**src/rtl/acc_sedes_dummy.sv**
```systemverilog
// Stand-in accelerator: consumes S words, waits W cycles, then emits D words derived from their sum.
// Optional statistics counters are enabled by defining ACC_SEDES_DUMMY_STATS_EN.
module acc_sedes_dummy #(
    parameter int DATA_W  = 64,
    parameter int RATIO_W = 16,
    parameter int WAIT_W  = 14
) (
    input  logic               clk,
    input  logic               rst,
    input  logic [RATIO_W-1:0] serialization_ratio,
    input  logic [RATIO_W-1:0] deserialization_ratio,
    input  logic [WAIT_W-1:0]  wait_cycles,
    input  logic               consumer_valid,
    output logic               consumer_ready,
    input  logic [DATA_W-1:0]  consumer_data,
    output logic               producer_valid,
    input  logic               producer_ready,
    output logic [DATA_W-1:0]  producer_data,
    output logic               busy,
    output logic [31:0]        batch_count,
    output logic [31:0]        stall_count
);

    // Handshakes: a word moves on a rising clk edge where valid and ready are both high.
    typedef enum logic [1:0] {
        S_IDLE    = 2'd0,
        S_CONSUME = 2'd1,
        S_WAIT    = 2'd2,
        S_PRODUCE = 2'd3
    } state_t;

    state_t              state_q;
    state_t              state_d;
    logic                ready_q;
    logic [RATIO_W-1:0]  s_lat;
    logic [RATIO_W-1:0]  d_lat;
    logic [WAIT_W-1:0]   w_lat;
    logic [RATIO_W-1:0]  s_cnt;
    logic [RATIO_W-1:0]  d_cnt;
    logic [WAIT_W-1:0]   w_cnt;
    logic [DATA_W-1:0]   acc;
    logic [RATIO_W-1:0]  s_in;
    logic [RATIO_W-1:0]  d_in;
    logic                c_hs;
    logic                p_hs;
    logic                p_last;

    assign s_in   = (serialization_ratio == '0) ? RATIO_W'(1) : serialization_ratio;
    assign d_in   = (deserialization_ratio == '0) ? RATIO_W'(1) : deserialization_ratio;
    assign c_hs   = consumer_valid & ready_q;
    assign p_hs   = producer_valid & producer_ready;
    assign p_last = p_hs && (d_cnt == d_lat - RATIO_W'(1));

    always_comb begin
        state_d = state_q;
        case (state_q)
            S_IDLE: begin
                if (c_hs) begin
                    if (s_in == RATIO_W'(1))
                        state_d = (wait_cycles != '0) ? S_WAIT : S_PRODUCE;
                    else
                        state_d = S_CONSUME;
                end
            end
            S_CONSUME: begin
                if (c_hs && (s_cnt == s_lat - RATIO_W'(1)))
                    state_d = (w_lat != '0) ? S_WAIT : S_PRODUCE;
            end
            S_WAIT: begin
                if (w_cnt == w_lat)
                    state_d = S_PRODUCE;
            end
            S_PRODUCE: begin
                if (p_last)
                    state_d = S_IDLE;
            end
            default: state_d = S_IDLE;
        endcase
    end

    // consumer_ready is registered from the next state so it stays low while rst is held.
    always_ff @(posedge clk) begin
        if (rst) begin
            state_q <= S_IDLE;
            ready_q <= 1'b0;
            s_lat   <= '0;
            d_lat   <= '0;
            w_lat   <= '0;
            s_cnt   <= '0;
            d_cnt   <= '0;
            w_cnt   <= '0;
            acc     <= '0;
        end else begin
            state_q <= state_d;
            ready_q <= (state_d == S_IDLE) || (state_d == S_CONSUME);
            case (state_q)
                S_IDLE: begin
                    if (c_hs) begin
                        s_lat <= s_in;
                        d_lat <= d_in;
                        w_lat <= wait_cycles;
                        acc   <= consumer_data;
                        s_cnt <= RATIO_W'(1);
                        d_cnt <= '0;
                        w_cnt <= WAIT_W'(1);
                    end
                end
                S_CONSUME: begin
                    if (c_hs) begin
                        acc   <= acc + consumer_data;
                        s_cnt <= s_cnt + RATIO_W'(1);
                    end
                end
                S_WAIT: begin
                    w_cnt <= w_cnt + WAIT_W'(1);
                end
                S_PRODUCE: begin
                    if (p_hs)
                        d_cnt <= d_cnt + RATIO_W'(1);
                end
                default: ;
            endcase
        end
    end

    assign consumer_ready = ready_q;
    assign producer_valid = (state_q == S_PRODUCE);
    assign producer_data  = producer_valid ? (acc + DATA_W'(d_cnt)) : '0;
    assign busy           = (state_q != S_IDLE);

`ifdef ACC_SEDES_DUMMY_STATS_EN
    logic [31:0] batch_q;
    logic [31:0] stall_q;

    always_ff @(posedge clk) begin
        if (rst) begin
            batch_q <= '0;
            stall_q <= '0;
        end else begin
            if (p_last)
                batch_q <= batch_q + 32'd1;
            if (producer_valid && !producer_ready)
                stall_q <= stall_q + 32'd1;
        end
    end

    assign batch_count = batch_q;
    assign stall_count = stall_q;
`else
    assign batch_count = 32'd0;
    assign stall_count = 32'd0;
`endif

endmodule

```
**config.mk**
```make
export PLATFORM = sky130hd
export DESIGN_NAME = acc_sedes_dummy
export DESIGN_NICKNAME = d
export VERILOG_FILES = /design/src/rtl/acc_sedes_dummy.sv
export SDC_FILE = /design/constraint.sdc
export NUM_CORES = 1
export LEC_CHECK = 0
export BUFFER_PORTS_ARGS = -buffer_cell sky130_fd_sc_hd__buf_2
export CELL_PAD_IN_SITES_DETAIL_PLACEMENT = 0
export CELL_PAD_IN_SITES_GLOBAL_PLACEMENT = 2
export CORE_ASPECT_RATIO = 0.9
export CORE_MARGIN = 1.5
export CORE_UTILIZATION = 29
export CTS_CLUSTER_DIAMETER = 40
export CTS_CLUSTER_SIZE = 30
export DETAILED_ROUTE_END_ITERATION = 6
export GPL_TIMING_DRIVEN = 0
export PLACE_DENSITY = 0.87
export SYNTH_ARGS = -nofsm -noshare
export SYNTH_HDL_FRONTEND = slang
export SYNTH_SLANG_ARGS = --single-unit
```
**constraint.sdc**
```tcl
create_clock -name clk -period 3.2 [get_ports clk]
set_clock_uncertainty 0.2 [all_clocks]
set_input_delay 0 -clock clk [delete_from_list [all_inputs] [get_ports clk]]
set_output_delay 0 -clock clk [all_outputs]
set_load 0.01 [all_outputs]
```
==> Yosys cells after proc, flatten, opt, wreduce, memory -nomap -nowiden <==
Index checks and enable logic that the tools add are counted.
{ "totals": {"output_inout_bits": 131, "word_cells": 68, "input_bits": 114, "regBits": 159} }
{ "op_classes": {"n_eq_ne": 11, "n_addsub": 7, "bitwise_logic": 2, "reduce_logical": 17, "muxes": 22} }
{ "ops": {"columns": ["op", "n"], "rows": [
  ["$mux 64", 3],
  ["$pmux 64 s2", 1],
  ["$mux 16", 6],
  ["$add 64x16->64", 1],
  ["$add 64x64->64", 1],
  ["$pmux 16 s2", 2],
  ["$add 16x1->16 const B", 2],
  ["$eq 16x16->1", 2],
  ["$logic_not 16->1", 2],
  ["$sub 16x1->16 const B", 2],
  ["$pmux 14 s2", 1],
  ["$reduce_bool 14->1", 2],
  ["$eq 16x1->1 const B", 1],
  ["$add 14x1->14 const B", 1],
  ["$eq 14x14->1", 1],
  ["$mux 14", 1],
  ["$mux 2", 5],
  ["$pmux 2 s4", 1],
  ["$reduce_bool 2->1", 4],
  ["$reduce_and 3->1", 2],
  ["$eq 2x1->1 const B", 2],
  ["$eq 2x2->1 const B", 2],
  ["$logic_not 2->1", 2],
  ["$ne 2x2->1 const B", 2],
  ["6 further kinds", 10]
]} }

==> Logic depth before layout (Yosys ltp) <==
Gate-level depths: netlist of run 1.
{ "logic_depth": {"word_depth": 8, "depth_mapped": 14, "ltp_nobuf": 14} }

==> Worst setup path after synthesis of run 1 <==
Ideal clock, no wire load.
{ "synth_timing": {"path_kind": "reg-to-output", "start": "register d_cnt[0]", "end": "output port producer_data[44]", "setup_slack_ns": 0.121, "stages_incl_launch_ff": 15, "t_required_ns": 3.000, "n_path_buf": 1, "arrival_ns": 2.879, "path_cell_list": "dfxtp_1 ha_1 fa_1 a21o_1 a21oi_1 o21bai_1 a21oi_1 o21bai_1 a21oi_1 o31a_1 clkbuf_1 nor2_1 and3_1 xnor2_1 nor2_1"} }
{ "synth_via": {"elab_chain_len": 2} }
{ "synth_lines": {"columns": ["item", "line", "text"], "rows": [
  ["from (decl)", "39", "logic [RATIO_W-1:0] d_cnt;"],
  ["from (signal assigned)", "119", "d_cnt <= d_cnt + RATIO_W'(1);"],
  ["$add 64x16->64", "128", "assign producer_data = producer_valid ? (acc + DATA_W'(d_cnt)) : '0;"],
  ["$mux 64", "128", null],
  ["to (decl)", "18", "output logic [DATA_W-1:0] producer_data,"]
]} }
No other way between the ends.

==> Worst setup path after layout of run 1 <==
{ "layout_timing": {"start": "register acc[0]", "end": "output port producer_data[62]"} }
{ "layout_via": {"elab_chain_len": 2} }
{ "layout_lines": {"columns": ["item", "line", "text"], "rows": [
  ["from (decl)", "41", "logic [DATA_W-1:0] acc;"],
  ["from (signal assigned)", "102", "acc <= consumer_data;"],
  ["from (signal assigned)", "110", "acc <= acc + consumer_data;"],
  ["$add 64x16->64", "128", null],
  ["$mux 64", "128", null]
]} }
No other way between the ends.

==> results of run 1 <==
## logic make-up after synthesis
group	count (synthesis)	synth area share, %
buf+inv	186	7.20
simple gates	713	24.7
fa+ha+maj	87	8.13
compound gates	475	23.9
xor+xnor	190	12.3
mux	4	0.305
other cells	1	0.0277
flops	159	23.5
## path summary, 6_finish.rpt
kind | from | end | slack [ns] | cells past startpoint
worst min register to register | w_lat[6] | w_lat[6] | 0.29 | 2
worst max register to register | acc[0] | acc[4] | -0.28 | 23
worst min-delay path | consumer_data[7] | acc[7] | 0.05 | 5
worst max-delay path | acc[0] | producer_data[62] | -0.40 | 18
## cells in the mapped netlist (all sizes together), types with 39 or more instances
library cell and count:
ha 84, nor2 185, nor3 39, xnor2 85, o221ai 59, xor2 105, a21oi 175, nand3 56
o21ai 69, buf 90, nand2 267, clkbuf 60, dfxtp 159
## power by group
part	total (mW)	leakage (nW)	switching, mW	internal [mW]
clock network	2.13	0.292	1.08	1.05
registers	2.16	1.32	0.112	2.05
logic	1.80	6.76	0.978	0.824
total	6.09	8.36	2.17	3.93
## area by class of cell
cell class / count / area, um^2 / area share (%)
buffer: 141 / 837 / 4.22
clock buffer: 17 / 425 / 2.15
tap: 608 / 761 / 3.84
antenna: 3 / 7.51 / 0.0379
sequential: 159 / 3270 / 16.5
inverter: 36 / 135 / 0.681
multi-input combinational: 1534 / 11000 / 55.7
timing repair buffer: 431 / 3180 / 16.0
clock inverter: 15 / 165 / 0.833
## worst reg2reg max path, cell delays in order (launching register included)
cell and delay [ns]:
dfxtp_4 0.36, buf_4 0.14, ha_4 0.16, inv_2 0.05
fa_2 0.21, nor2b_2 0.05, buf_4 0.13, buf_4 0.13
buf_4 0.12, buf_4 0.12, buf_4 0.12, buf_4 0.12
buf_4 0.12, buf_4 0.12, buf_4 0.12, buf_4 0.12
buf_4 0.12, buf_4 0.12, buf_4 0.12, o21a_1 0.16
nor2_1 0.11, xnor2_1 0.13, o221ai_1 0.12, a21oi_1 0.15
## sequential cells by signal, summed over array words and instances (netlist names)
register / count
acc: 64
d_cnt: 16
d_lat: 16
s_cnt: 16
s_lat: 16
w_cnt: 14
w_lat: 14
state_q: 2
consumer_ready: 1
## repair_timing
action	CTS	global route
cloned	1	0
hold buffers	119	0
endpoints found under the hold margin	116	0
pin swaps	107	81
endpoints found under the setup margin	85	98
gates resized for setup	198	163
setup buffers	90	45
## routing by layer
metal / routed length (um) / track usage [%] / vias up
met5: 25 / 0 / -
met4: 1420 / 7.98 / 4
met3: 2510 / 2.66 / 76
met2: 23700 / 33.4 / 376
met1: 25200 / 29.3 / 7195
li1: - / - / 7383
## cell usage in the layout (no fill, tap or decap), drive strengths merged, types with 45 or more instances in the layout
cell type	synthesis	routed
xnor2	85	85
ha	84	84
xor2	105	105
a21oi	175	175
clkbuf	60	73
dlygate4sd3	0	119
inv	36	45
buf	90	397
nand2	267	267
nor2	185	185
nand3	56	56
o221ai	59	59
o21ai	69	69
dfxtp	159	159
conb	1	64
## metrics by stage
| stage | cells | hold WS (ns) | setup WS, ns | cell area (um^2) | TNS (ns) |
|---|---|---|---|---|---|
| floorplan | 1878 | -0.0914 | 0.121 | 13800 | 0 |
| global placement | 2666 | 0.0319 | -0.791 | 15400 | -24.59 |
| detailed placement | 2666 | 0.0322 | -0.786 | 15400 | -25.45 |
| CTS | 2898 | 0.0592 | -0.409 | 18700 | -10.11 |
| global route | 2942 | 0.0595 | -0.532 | 19800 | -20.46 |
| finish | 2944 | 0.0504 | -0.404 | 19800 | -10.86 |
==> impl_metrics.csv, run 1 <==
group,metric,value,unit
outcome,outcome,"complete, but fails checks",
outcome,violated_checks,"negative setup slack",
yosys,yosys_most_used_dff,"dfxtp_1",
timing,final_hold_viol_count,0,
routing,ant_nets,0,
yosys,fraction_of_synthesized_cell_area_taken_by_the_top_area_cell_type,23.5,%
setup_path,nature_of_the_critical_path_startpoint,"flip-flop",
yosys,postSynthCellCount,1815,
routing,via_per_inst,5.11,
yosys,synthesis.area_per_instance,7.46,um^2
floorplan,initial_utilization,29.6,%
yosys,synth.lib_cells_used.distinct,93,
floorplan,io_pins,245,
yosys,synth-seq-cells,159,
layout,postLayoutCoreUtil,43.4,%
yosys,number_of_synthesized_flops_with_an_enable_pin,0,
layout,syn_to_final_growth,46.4,%
timing,finalMaxSlewViolations,0,
timing,maxClockFrequency,277,MHz
routing,drc,0,
layout,drive_gt1_share,30.3,%
cts,cts_htree_levels,4,
cts,clkLatencyLatePin,0.46,ns
placement,placement.io_buffers,180,
timing,max_slew.worst_pin.slew,1.08,ns
layout,layout.filler_cells,4612,
layout,nets,2520,
pwr,total_power,6.09,mW
routing,totalWireLength,52900,um
setup_path,critPathMaxStageDelay,0.36,ns
setup_path,critPathRequiredTime,3.00,ns
global_routing,gr-total-overflow,0,
hold_path,worstHoldPathType,"primary input to flip-flop",
yosys,synth_top_area_cell,"dfxtp_1",
yosys,synthesis.yosys.warnings,0,
setup_path,timing.critical_path.cells,"ha_4, fa_2, a21o_1, a21oi_2, o21bai_1, a21oi_2, o21bai_2, a21oi_2, o31a_1, buf_6, buf_6, nor3_4, buf_12, buf_6, nand2_4, xor2_2, nor2_1, buf_2",
flow_run,drv.max_cap_violation_count,0,
floorplan,die_area,48000,um^2
global_routing,grt_pass1_vias,14548,
floorplan,die_h,208,um
placement,post-dp-hpwl,39200,um
pwr,p_leak,8.36,nW
cts,deepest_clock_path_buffer_count,2,
setup_path,timing.setup.critical_path_class,"flip-flop to output port",
cts,cts_num_sinks,159,
global_routing,grt_max_degree,19,
timing,max_slew_margin,28.1,%
pwr,power-per-cell-area,307,nW/um^2
cts,clk_pin_slew,0.07,ns
floorplan,fp.coreArea,45700,um^2
floorplan,die_width,231,um
setup_path,critical_path_arrival,3.40,ns
setup_path,crit_slowest_cell,"dfxtp_4",
setup_path,cp.buffers_inverters,5,
routing,initialDrtViolationCount,953,
setup_path,timing.critical_path.to_type,"output port",
placement,gpl.final_weighted_congestion,0.887,
yosys,synth_async_sr_flop_share,0,%
cts,clockRootBuffer,"clkbuf_16",
routing,num_vias,15034,
yosys,post_synth_main_area_contributors,"dfxtp_1 (23%), ha_1 (7.8%), nand2_1 (7.3%)",
timing,rsz0062_at_grt,"true",
global_routing,grt_antenna_before_repair,4,
cts,total_clock_buffers_created_by_cts,17,
timing,period_needed,3.60,ns
global_routing,grt_first_pass_wirelength,80200,um
cts,cts_tree,"done",
setup_path,critical_path.top_delay_family,"compound AO/OA/AOI/OAI gates",
floorplan,rows,74,
yosys,ys_seq_area_share,23.5,%
yosys,syn_area,13500,um^2
timing,timing.final.ws_setup,-0.404,ns
routing,drt-pass1-iter-count,5,
pwr,power.ir.vdd_worst,0.408,mV
routing,wl_per_cell,18.0,um
timing,final_setup_violation_count,57,
setup_path,critical_path_peak_fanout,9,
global_routing,total_grt_usage,21.2,%
timing,period_share,113,%
Power figures use the tool's default switching activity.
==> inputs of run 2 (changes only) <==
Settings changed: RECOVER_POWER set to 50.
==> impl_metrics.csv, run 2 (synthesized netlist as in run 1, its figures left out) <==
group,metric,value,unit
layout,nets,2520,
floorplan,rows,74,
floorplan,die_area,48000,um^2
setup_path,timing.setup.critical_path_class,"flip-flop to output port",
routing,ant_nets,0,
placement,gpl.final_weighted_congestion,0.887,
layout,commonest_non_fill_non_tap_cells_in_the_layout,"nand2_1 (248), buf_4 (181), buf_2 (181)",
layout,syn_to_final_growth,46.3,%
floorplan,initial_utilization,29.6,%
setup_path,critPathRequiredTime,3.00,ns
timing,holdWs,0.0371,ns
timing,rsz0062_at_grt,"true",
timing,final_hold_viol_count,0,
placement,post-dp-hpwl,39200,um
cts,cts_num_sinks,159,
setup_path,critPathMaxStageDelay,0.36,ns
routing,totalWireLength,52900,um
timing,max_slew.worst_pin.slew,1.09,ns
global_routing,grt_first_pass_wirelength,80200,um
placement,dpl_worst_slack,-0.786,ns
setup_path,nature_of_the_critical_path_startpoint,"flip-flop",
global_routing,grt_antenna_before_repair,4,
placement,dpl-instance-area,15400,um^2
pwr,power-per-cell-area,307,nW/um^2
timing,timing.final.ws_setup,-0.392,ns
pwr,internal_power,3.92,mW
global_routing,gr_layer_usage_met3,2.66,%
setup_path,crit_slowest_cell,"dfxtp_4",
setup_path,critical_path_peak_fanout,9,
floorplan,fp.coreArea,45700,um^2
pwr,sw_frac_of_total,35.5,%
cts,total_clock_buffers_created_by_cts,17,
global_routing,use_met2,33.4,%
setup_path,timing.critical_path.to_type,"output port",
placement,placement.io_buffers,180,
layout,largest-register,"acc",
cts,deepest_clock_path_buffer_count,2,
cts,cts_htree_levels,4,
timing,finalMaxSlewViolations,0,
floorplan,die_h,208,um
outcome,violated_checks,"negative setup slack",
pwr,p_leak,8.34,nW
layout,drive_gt1_share,30.0,%
pwr,clockPowerShare,34.9,%
global_routing,grt_max_degree,19,
cts,clockRootBuffer,"clkbuf_16",
layout,largest_register_ff_count,64,
layout,postLayoutCellArea,19800,um^2
routing,wl_per_cell,18.0,um
outcome,outcome,"complete, but fails checks",
floorplan,io_pins,245,
routing,drt-pass1-iter-count,5,
floorplan,die_width,231,um
routing,via_per_inst,5.11,
routing,drc,0,
pwr,comb_power_share,29.6,%
routing,num_vias,15049,
routing,initialDrtViolationCount,882,
timing,maxClockFrequency,278,MHz
timing,final_setup_violation_count,59,
cts,clk_pin_slew,0.07,ns
setup_path,ff2ff_setup_slack,-0.27,ns
global_routing,met1_usage,29.3,%
global_routing,total_grt_usage,21.2,%
layout,mostFrequentLayoutCell,"nand2_1",
pwr,sequential_cell_fraction_of_total_power,35.5,%
cts,clkLatencyLatePin,0.46,ns
pwr,power.ir.vdd_worst,0.409,mV
global_routing,global_route.peak_usage_layer,"met2",
flow_run,drv.max_cap_violation_count,0,
layout,non_filler_instances,2943,
timing,period_share,112,%
setup_path,timing.critical_path.cells,"ha_4, fa_2, a21o_1, a21oi_2, o21bai_1, a21oi_2, o21bai_2, a21oi_2, o31a_1, buf_6, buf_6, nor3_4, buf_12, buf_6, nand2_4, xor2_2, nor2_1, buf_2",
placement,placed_instance_count,2666,
timing,max_slew_margin,27.1,%
setup_path,critical_path_arrival,3.39,ns
cts,cts_tree,"done",
timing,period_needed,3.59,ns
hold_path,worstHoldPathType,"primary input to flip-flop",
layout,layout.filler_cells,4620,
global_routing,grt_pass1_vias,14548,
global_routing,gr-total-overflow,0,
pwr,power.switching,2.16,mW
-- run 2: metal layers --
layer	vias up	routed length (um)
li1	7380	-
met1	7214	25300
met2	375	23600
met3	76	2380
met4	4	1580
met5	-	25
-- run 2: repair_timing --
item,4_1_cts,5_1_grt
cloned,1,0
setup buffers,90,45
endpoints found under the setup margin,85,98
resized for setup,198,163
pin swaps,107,81
hold buffers,119,0
endpoints found under the hold margin,116,0
-- run 2: area by class of cell --
| type | count | area, um^2 | share of cell area, % |
|---|---|---|---|
| Clock inverter | 15 | 165 | 0.834 |
| Buffer | 141 | 836 | 4.22 |
| Sequential cell | 159 | 3270 | 16.5 |
| Multi-Input combinational cell | 1534 | 11000 | 55.7 |
| Tap cell | 608 | 761 | 3.84 |
| Clock buffer | 17 | 425 | 2.15 |
| Inverter | 36 | 135 | 0.682 |
| Antenna cell | 2 | 5.00 | 0.0253 |
| Timing Repair Buffer | 431 | 3170 | 16.0 |
-- run 2: path summary, 6_finish.rpt --
kind | startpoint | endpoint | cells after the start
hold / removal | consumer_data[7] | acc[7] | 5
hold reg to reg | w_lat[6] | w_lat[6] | 2
setup / recovery | acc[0] | producer_data[62] | 18
setup reg to reg | acc[0] | acc[4] | 23
-- run 2: power by group through the flow --
stage | logic (mW) | clock network, mW | registers [mW]
6_report | 1.80 | 2.13 | 2.16
2_1_floorplan | 1.00 | 0 | 2.17
3_5_place_dp | 1.38 | 0 | 2.20
3_3_place_gp | 1.37 | 0 | 2.20
4_1_cts | 1.64 | 2.17 | 2.16
5_1_grt | 1.95 | 2.26 | 2.17
-- run 2: metrics by stage --
stage | setup TNS, ns | utilization [%] | power [mW]
detailed placement | -25.45 | 33.8 | 3.58
global route | -21.62 | 43.3 | 6.38
global placement | -24.59 | 33.8 | 3.57
CTS | -10.11 | 41.0 | 5.96
floorplan | 0 | - | 3.17
finish | -10.94 | 43.3 | 6.09
-- run 2: critical path, delay by kind of cell (launching register included) --
kind	cells	cell delay (ns)
XOR/XNOR	1	0.15
AO/OA/AOI/OAI	7	1.11
adder cells (fa/ha/maj)	2	0.50
buffers and inverters	5	0.65
AND/OR/NAND/NOR	3	0.16
flip-flops	1	0.36
==> inputs of run 3 (changes only) <==
Settings changed: CORE_UTILIZATION 29 to 30, CTS_BUF_LIST set to sky130_fd_sc_hd__clkbuf_8, PLACE_DENSITY 0.87 to 0.89.
==> impl_metrics.csv, run 3 (synthesized netlist as in run 1, its figures left out) <==
group,metric,value,unit
timing,maxClockFrequency,275,MHz
setup_path,timing.critical_path.to_type,"output port",
routing,totalWireLength,52700,um
setup_path,critical_path_peak_fanout,6,
setup_path,crit_slowest_cell,"dfxtp_4",
routing,ant_nets,0,
layout,largest_register_ff_count,64,
placement,placed_instance_count,2658,
global_routing,grt_antenna_before_repair,3,
outcome,violated_checks,"negative setup slack",
timing,rsz0062_at_grt,"true",
layout,largest-register,"acc",
placement,dpl_worst_slack,-0.811,ns
placement,gpl.final_weighted_congestion,0.878,
layout,syn_to_final_growth,43.5,%
setup_path,critPathRequiredTime,3.00,ns
timing,period_share,114,%
floorplan,die_h,205,um
layout,nets,2506,
cts,clockRootBuffer,"clkbuf_8",
global_routing,grt_pass1_vias,14153,
routing,initialDrtViolationCount,1041,
timing,timing.final.ws_setup,-0.439,ns
flow_run,drv.max_cap_violation_count,0,
timing,max_slew_margin,28.7,%
floorplan,rows,73,
hold_path,worstHoldPathType,"primary input to flip-flop",
routing,wl_per_cell,18.0,um
outcome,outcome,"complete, but fails checks",
floorplan,initial_utilization,30.5,%
setup_path,critical_path.top_delay_family,"compound AO/OA/AOI/OAI gates",
layout,non_filler_instances,2920,
cts,cts_tree,"done",
cts,clkLatencyLatePin,0.51,ns
pwr,power.ir.vdd_worst,0.258,mV
routing,via_per_inst,5.13,
routing,num_vias,14980,
routing,drc,0,
global_routing,grt_max_degree,17,
placement,post-dp-hpwl,39000,um
floorplan,io_pins,245,
pwr,p_leak,8.19,nW
floorplan,fp.coreArea,44400,um^2
layout,drive_gt1_share,28.2,%
floorplan,die_width,227,um
layout,mostFrequentLayoutCell,"nand2_1",
pwr,power-per-cell-area,286,nW/um^2
timing,finalMaxSlewViolations,0,
cts,cts_num_sinks,159,
cts,total_clock_buffers_created_by_cts,17,
timing,period_needed,3.64,ns
setup_path,timing.critical_path.cells,"ha_4, buf_4, buf_6, buf_6, a21o_1, a21oi_2, o21bai_1, a21oi_2, o21bai_2, a21oi_4, o211a_4, nor3_4, buf_12, buf_8, nand3_1, xor2_1, nor2_1, buf_2",
floorplan,die_area,46400,um^2
global_routing,total_grt_usage,22.0,%
layout,commonest_non_fill_non_tap_cells_in_the_layout,"nand2_1 (251), buf_2 (188), nor2_1 (171)",
setup_path,critical_path_arrival,3.44,ns
setup_path,cp.buffers_inverters,6,
global_routing,gr-total-overflow,0,
cts,clk_pin_slew,0.10,ns
cts,deepest_clock_path_buffer_count,2,
layout,postLayoutCoreUtil,43.8,%
timing,max_slew.worst_pin.slew,1.07,ns
timing,final_hold_viol_count,0,
setup_path,timing.setup.critical_path_class,"flip-flop to output port",
setup_path,critPathMaxStageDelay,0.38,ns
setup_path,nature_of_the_critical_path_startpoint,"flip-flop",
routing,drt-pass1-iter-count,5,
global_routing,grt_first_pass_wirelength,78700,um
placement,placement.io_buffers,180,
timing,final_setup_violation_count,78,
cts,cts_htree_levels,4,
-- run 3: cell type report --
cell class | instances | area [um^2]
clock buffer | 17 | 234
sequential | 159 | 3260
inverter | 36 | 135
clock inverter | 14 | 159
multi-input combinational | 1534 | 10900
buffer | 143 | 840
antenna | 2 | 5.00
tap | 600 | 751
fill | 4551 | 25000
timing repair buffer | 415 | 3140
-- run 3: power by group --
part	internal, mW	switching [mW]
Combinational	0.797	0.979
Sequential	2.05	0.107
Clock	0.706	0.917
-- run 3: worst reg2reg max path: cells and delay by family, from the launching register on --
kind,cells,cell delay [ns]
muxes,1,0.24
and+or+nand+nor,1,0.08
buffers and inverters,3,0.41
AOI/OAI and AO/OA,9,1.90
adders and majority gates,1,0.15
DFF,1,0.37
-- run 3: layer usage --
layer | up-vias | global-route usage [%] | routed length [um]
li1 | 7377 | - | -
met1 | 7184 | 30.1 | 25000
met2 | 353 | 35.1 | 24300
met3 | 64 | 3.31 | 2200
met4 | 2 | 7.14 | 1170
met5 | - | 0 | 11
-- run 3: what timing repair did --
item                                    CTS  global route
pin swaps                               108            98
endpoints found under the hold margin   117             0
hold buffers                            119             0
cloned                                    1             0
resized for setup                       206           139
setup buffers                            82            42
endpoints found under the setup margin   89           102
-- run 3: path summary, 6_finish.rpt --
kind	from	end	slack, ns	cells past startpoint
setup reg to reg	acc[0]	acc[63]	-0.30	15
setup / recovery	acc[0]	producer_data[57]	-0.44	18
hold / removal	serialization_ratio[7]	s_lat[7]	0.06	3
hold reg to reg	acc[23]	acc[23]	0.28	2
-- run 3: per-stage QoR --
| stage | area [um^2] | hold slack [ns] | power (mW) | setup TNS, ns |
|---|---|---|---|---|
| CTS | 18600 | 0.0182 | 5.45 | -17.56 |
| global placement | 15400 | 0.0297 | 3.57 | -27.76 |
| global route | 19400 | 0.0490 | 5.83 | -33.97 |
| floorplan | 13800 | -0.0914 | 3.17 | 0 |
| finish | 19400 | 0.0591 | 5.55 | -20.06 |
| detailed placement | 15400 | 0.0342 | 3.58 | -28.21 |
